===== config.mk =====
export PLATFORM = sky130hd
export DESIGN_NAME = time_counter_hms
export DESIGN_NICKNAME = d
export VERILOG_FILES = /design/src/rtl/time_pkg.sv /design/src/rtl/bcd_mod_counter.sv /design/src/rtl/time_counter_hms.sv
export SDC_FILE = /design/constraint.sdc
export NUM_CORES = 1
export LEC_CHECK = 0
export ABC_AREA = 1
export CAP_MARGIN = 0
export CORE_MARGIN = 2
export CORE_UTILIZATION = 45
export DETAILED_ROUTE_END_ITERATION = 6
export MAX_ROUTING_LAYER = met4
export PLACE_DENSITY = 0.74
export SKIP_LAST_GASP = 1
export SLEW_MARGIN = 5
export SYNTH_ARGS = -nofsm -noshare
export SYNTH_HDL_FRONTEND = slang
export SYNTH_SLANG_ARGS = --single-unit

===== constraint.sdc =====
create_clock -name clk_50Mhz -period 1.7 [get_ports clk_50Mhz]
set_clock_uncertainty 0.15 [all_clocks]
set_input_delay 0.34 -clock clk_50Mhz [delete_from_list [all_inputs] [get_ports clk_50Mhz]]
set_output_delay 0.34 -clock clk_50Mhz [all_outputs]
set_load 0.02 [all_outputs]

===== src/rtl/time_pkg.sv =====
// Shared types and helpers for the HH:MM:SS time-of-day counter.
//   bcd2         : packed two-digit BCD value, [7:4] tens, [3:0] units
//   *_MAX_DEF    : default last value of each field before rollover
//   state_t      : control FSM state encoding
//   to_bcd       : small decimal integer (0..99) to two-digit BCD
//   bcd_le       : true when both digits are legal and the value <= max
package time_pkg;

    typedef logic [7:0] bcd2;

    localparam int SEC_MAX_DEF  = 59;
    localparam int MIN_MAX_DEF  = 59;
    localparam int HOUR_MAX_DEF = 23;

    typedef enum logic [1:0] {
        ST_IDLE = 2'd0,
        ST_RUN  = 2'd1,
        ST_LOAD = 2'd2
    } state_t;

    function automatic bcd2 to_bcd(input int v);
        return {4'(v / 10), 4'(v % 10)};
    endfunction

    function automatic logic bcd_le(input bcd2 a, input int max);
        int value;
        value = int'(a[7:4]) * 10 + int'(a[3:0]);
        return (a[7:4] <= 4'd9) && (a[3:0] <= 4'd9) && (value <= max);
    endfunction

endpackage


===== src/rtl/bcd_mod_counter.sv =====
// Two-digit BCD modulo counter, 00..MAX, wrapping back to 00.
//   clk, rst_n : clock and asynchronous active-low reset (q -> 00)
//   inc        : advance by one
//   ld, ld_val : load ld_val (priority over inc); caller guarantees legality
//   q          : current value, BCD
//   carry      : combinational, inc while q == MAX (next stage advances)
module bcd_mod_counter
    import time_pkg::*;
#(
    parameter int MAX = 59
) (
    input  logic       clk,
    input  logic       rst_n,
    input  logic       inc,
    input  logic       ld,
    input  logic [7:0] ld_val,
    output logic [7:0] q,
    output logic       carry
);

    localparam bcd2 MAX_BCD = to_bcd(MAX);

    assign carry = inc & (q == MAX_BCD);

    always_ff @(posedge clk or negedge rst_n) begin
        if (!rst_n) begin
            q <= 8'h00;
        end else if (ld) begin
            q <= ld_val;
        end else if (inc) begin
            if (q == MAX_BCD) begin
                q <= 8'h00;
            end else if (q[3:0] == 4'd9) begin
                // units wrap, tens carry
                q <= {q[7:4] + 4'd1, 4'd0};
            end else begin
                q <= {q[7:4], q[3:0] + 4'd1};
            end
        end
    end

endmodule


===== src/rtl/time_counter_hms.sv =====
// 24-hour time-of-day counter (packed BCD HH:MM:SS) driven by a 1 Hz
// strobe that is synchronous to the 50 MHz system clock.
//   clk_50Mhz, rst_n          : system clock, asynchronous active-low reset
//   clk_1Hz                   : 1 Hz level; each rising edge is one second
//   en                        : 1 = count, 0 = hold (rises are discarded)
//   load, load_hh/mm/ss       : one-cycle time-set request with BCD values
//   hh_bcd, mm_bcd, ss_bcd    : current time, BCD
//   sec_tick                  : one-cycle pulse per second advance
//   day_tick                  : one-cycle pulse on rollover to 00:00:00
//   load_err                  : one-cycle pulse when a load is rejected
module time_counter_hms
    import time_pkg::*;
#(
    parameter int HOUR_MAX = HOUR_MAX_DEF,
    parameter int MIN_MAX  = MIN_MAX_DEF,
    parameter int SEC_MAX  = SEC_MAX_DEF
) (
    input  logic       clk_50Mhz,
    input  logic       rst_n,
    input  logic       clk_1Hz,
    input  logic       en,
    input  logic       load,
    input  logic [7:0] load_hh,
    input  logic [7:0] load_mm,
    input  logic [7:0] load_ss,
    output logic [7:0] hh_bcd,
    output logic [7:0] mm_bcd,
    output logic [7:0] ss_bcd,
    output logic       sec_tick,
    output logic       day_tick,
    output logic       load_err
);

    logic   clk_1Hz_d;
    logic   rise;
    logic   advance;
    logic   load_ok;
    logic   do_load;
    logic   ss_carry;
    logic   mm_carry;
    logic   hh_carry;
    state_t state;
    state_t state_next;

    // Resetting the delay register to 1 means a strobe already high when
    // reset releases is not mistaken for a rising edge.
    always_ff @(posedge clk_50Mhz or negedge rst_n) begin
        if (!rst_n) begin
            clk_1Hz_d <= 1'b1;
        end else begin
            clk_1Hz_d <= clk_1Hz;
        end
    end

    assign rise    = clk_1Hz & ~clk_1Hz_d;
    // A load in the same cycle swallows the rise, valid or not.
    assign advance = rise & en & ~load;

    assign load_ok = bcd_le(load_ss, SEC_MAX) &
                     bcd_le(load_mm, MIN_MAX) &
                     bcd_le(load_hh, HOUR_MAX);
    assign do_load = load & load_ok;

    bcd_mod_counter #(.MAX(SEC_MAX)) u_ss (
        .clk    (clk_50Mhz),
        .rst_n  (rst_n),
        .inc    (advance),
        .ld     (do_load),
        .ld_val (load_ss),
        .q      (ss_bcd),
        .carry  (ss_carry)
    );

    bcd_mod_counter #(.MAX(MIN_MAX)) u_mm (
        .clk    (clk_50Mhz),
        .rst_n  (rst_n),
        .inc    (ss_carry),
        .ld     (do_load),
        .ld_val (load_mm),
        .q      (mm_bcd),
        .carry  (mm_carry)
    );

    bcd_mod_counter #(.MAX(HOUR_MAX)) u_hh (
        .clk    (clk_50Mhz),
        .rst_n  (rst_n),
        .inc    (mm_carry),
        .ld     (do_load),
        .ld_val (load_hh),
        .q      (hh_bcd),
        .carry  (hh_carry)
    );

    always_ff @(posedge clk_50Mhz or negedge rst_n) begin
        if (!rst_n) begin
            sec_tick <= 1'b0;
            day_tick <= 1'b0;
            load_err <= 1'b0;
        end else begin
            sec_tick <= advance;
            day_tick <= hh_carry;
            load_err <= load & ~load_ok;
        end
    end

    // Control FSM: tracks mode for observability; it does not gate the
    // datapath above.
    always_ff @(posedge clk_50Mhz or negedge rst_n) begin
        if (!rst_n) begin
            state <= ST_IDLE;
        end else begin
            state <= state_next;
        end
    end

    always_comb begin
        state_next = ST_IDLE;
        case (state)
            ST_LOAD: state_next = load ? ST_LOAD : (en ? ST_RUN : ST_IDLE);
            default: state_next = load ? ST_LOAD : (en ? ST_RUN : ST_IDLE);
        endcase
    end

endmodule


==> results.cfg <==
[synth]
synth_fa_ha_area_frac = 0.188
synth_edf_count = 0
synth.distinct_cells = 32
synth_top_area_cell = dfrtp_1
synth_cells = 391
synth_nets = 457
synthArstFlopShare = 1.00
synthSimpleGateAreaFrac = 0.393
ys_seq_area_frac = 0.259
synth_top_cell_area_share = 0.250
synth_common_cells = nand2_1 (123), nand3_1 (47), inv_1 (42)
synth-seq-cells = 28
syn_area_mm2 = 0.00271
synth_mux_area_frac = 0
yosys_warnings = 0
synth_top_family_by_area = simple AND/OR/NAND/NOR gates
synth_compound_area_frac = 0.0467
synth_most_common_cell = nand2_1
netlist_top_cells_area = dfrtp_1 (25%), nand2_1 (17%), ha_1 (14%)
avgSynthCellArea_um2 = 6.92
synthFlopType = dfrtp_1
synth-xor-area-share = 0.0356

[power]
ir_worst_vdd_v = 0.000429
leakage_nw = 2.39
p_per_area_mw_per_mm2 = 527
total_power_mw = 2.34

[setup_path]
start_kind = primary input
regToRegSetupSlack_ns = -0.19
crit_required_ns = 1.77
cp-end-kind = flop
worstSetupPathType = in -> reg
cp_max_fo = 5
r2r-start = u_ss.q[1]
r2r_end = u_hh.q[5]
timing.critical_path.mode_cell = nand2_1
worst_path_largest_cell_delay_ns = 0.52
critical_path_arrival_ns = 2.75
crit_chain = buf_6 > ha_4 > ha_4 > fa_1 > nand2_1 > nand3b_1 > nand2_1 > nand2_1 > nor2_1 > nand2_1 > nor2_2 > nand4_4 > buf_12 > o21ai_4 > buf_6 > nand3_2 > nand2_2
slowest_stage = fa_1
reg2reg_depth = 14

[placement]
port_buffers = 55
hpwl_mm = 6.16
gp_congestion = 0.879

[status]
violations = setup timing
status = finished, violations left

[cts]
clkTransAtPathRegs_ns = 0.11
clock-root-buffer = clkbuf_8
h-tree-depth = 1
cts_buffer_depth = 2
clock_latency_ns = 0.28
numCtsBuffers = 3
tritoncts = yes
clock-sinks = 28

[route]
viasPerCell = 5.24
postRouteAntennaNets = 0
avgRoutedWirePerCell_um = 14.8
wirelength_mm = 8.81
drt_iter0_markers = 233
drcViolationCount = 0
drt_first_pass_iters = 5
vias = 3125

[grt]
grt_remaining_overflow = 0
first_global_vias = 3217
antenna_found_initial = 0
grt_pass1_wl_mm = 14.3
grt_max_degree = 17
grt_usage = 0.279

[timing]
min_period_over_period = 1.57
slew_violations = 0
timing.slew.headroom = 0.755
postLayoutSetupSlackWorst_ns = -0.972
finalHoldViolCount = 0
rsz0062_at_grt = yes
tightestPinTransition_ns = 0.363
report.final.setup_viol = 25
fmax_mhz = 374
period_needed_ns = 2.67

[floorplan]
initial_core_util = 0.463
die_area_mm2 = 0.00665
ios = 56
core_area_mm2 = 0.00585
die_w_um = 81.6
dieHeight_um = 81.6
rows = 28

[cells_and_area]
antenna-diode-count = 0
area_delta_synth_final_pct = 63.9
drive_gt1_frac = 0.345
fin_nets = 588
final_util = 0.758

[run]
drv_cap = 0

[hold_path]
hp-class = in -> async
==> sequential cells by signal (all words and copies together) (netlist names) <==
name,cells
u_ss.q,8
sec_tick,1
clk_1Hz_d,1
u_hh.q,8
load_err,1
u_mm.q,8
day_tick,1
==> critical path: cells and delay by family <==
family	cells	cell delay, ns
AOI/OAI and AO/OA	1	0.08
adders and majority gates	3	0.91
buffers and inverters	3	0.46
and+or+nand+nor	10	0.94
==> layout make-up <==
cell class	count	area, µm²
fill	430	1410
timing repair buffer	131	1180
multi-input combinational	313	2200
clock inverter	1	30.0
sequential	28	702
inverter	45	186
clock buffer	3	41.3
tap	75	93.8
==> worst max-delay path by stage <==
| stage | start | cells after the start | slack (ns) | to |
|---|---|---|---|---|
| floorplan | load_ss[5] | 16 | -0.92 | u_hh.q[0] |
| global placement | load_ss[5] | 17 | -1.57 | u_hh.q[0] |
| detailed placement | load_ss[5] | 18 | -1.69 | u_mm.q[6] |
| CTS | load_mm[7] | 18 | -1.01 | u_ss.q[3] |
| global route | load_ss[5] | 18 | -1.10 | u_mm.q[4] |
| finish | load_mm[7] | 17 | -0.97 | u_mm.q[4] |
==> through the flow <==
stage	setup slack, ns	setup TNS (ns)	area (µm²)	cells	hold WS, ns
4_1_cts	-1.01	-23.81	4340	597	0.255
3_5_place_dp	-1.69	-41.16	3920	583	0.381
2_1_floorplan	-0.923	-21.51	2790	391	-0.106
6_report	-0.972	-22.45	4440	596	0.252
5_1_grt	-1.10	-25.99	4440	596	0.266
3_3_place_gp	-1.57	-38.82	3920	583	0.379
==> metal layers <==
layer	share of wire	global-route usage	up-vias	wire length, µm
met3	0.043	0.0253	22	379
met1	0.39	0.323	1478	3440
met5	0	-	-	0
li1	-	-	1525	-
met2	0.54	0.511	100	4750
met4	0.026	0.0814	0	230
==> placed cells by master, fill, tap and decap left out, types with 3 or more instances in the layout <==
| master | n |
|---|---|
| xor2_1 | 6 |
| nand3_2 | 18 |
| clkdlybuf4s50_1 | 12 |
| nor2_2 | 4 |
| buf_6 | 6 |
| o21ai_2 | 5 |
| nand2_4 | 8 |
| nor2_1 | 35 |
| buf_2 | 6 |
| a21oi_1 | 4 |
| fa_2 | 4 |
| inv_2 | 3 |
| clkbuf_8 | 3 |
| dlymetal6s2s_1 | 5 |
| xnor2_1 | 5 |
| buf_12 | 5 |
| dfrtp_1 | 27 |
| nand4_1 | 9 |
| buf_4 | 66 |
| ha_2 | 4 |
| inv_1 | 38 |
| nand3b_1 | 6 |
| ha_4 | 8 |
| nand2_1 | 98 |
| nand3_1 | 29 |
| nand2_2 | 19 |
| ha_1 | 19 |
| dlygate4sd2_1 | 26 |
| o21ai_0 | 12 |
==> kinds of logic (layout without fill, tap and decap cells) <==
| kind of cell | after synthesis | in the layout |
|---|---|---|
| AO/OA/AOI/OAI | 24 | 24 |
| XOR/XNOR | 11 | 11 |
| adder cells (fa/ha/maj) | 37 | 37 |
| buffers and inverters | 50 | 180 |
| flip-flops | 28 | 28 |
| AND/OR/NAND/NOR | 241 | 241 |
==> power breakdown <==
group	switching [mW]	internal (mW)	total [mW]
combinational	0.525	0.480	1.01
clock	0.230	0.315	0.546
sequential	0.0574	0.730	0.787
total	0.813	1.53	2.34
==> timing repair <==
action	4_1_cts	5_1_grt
endpoints found under the setup margin	49	29
pin swaps	45	32
hold buffers	0	0
gates resized for setup	134	50
gates cloned	3	0
buffers inserted	10	0
No activity file was read; power rests on OpenSTA's default activity.
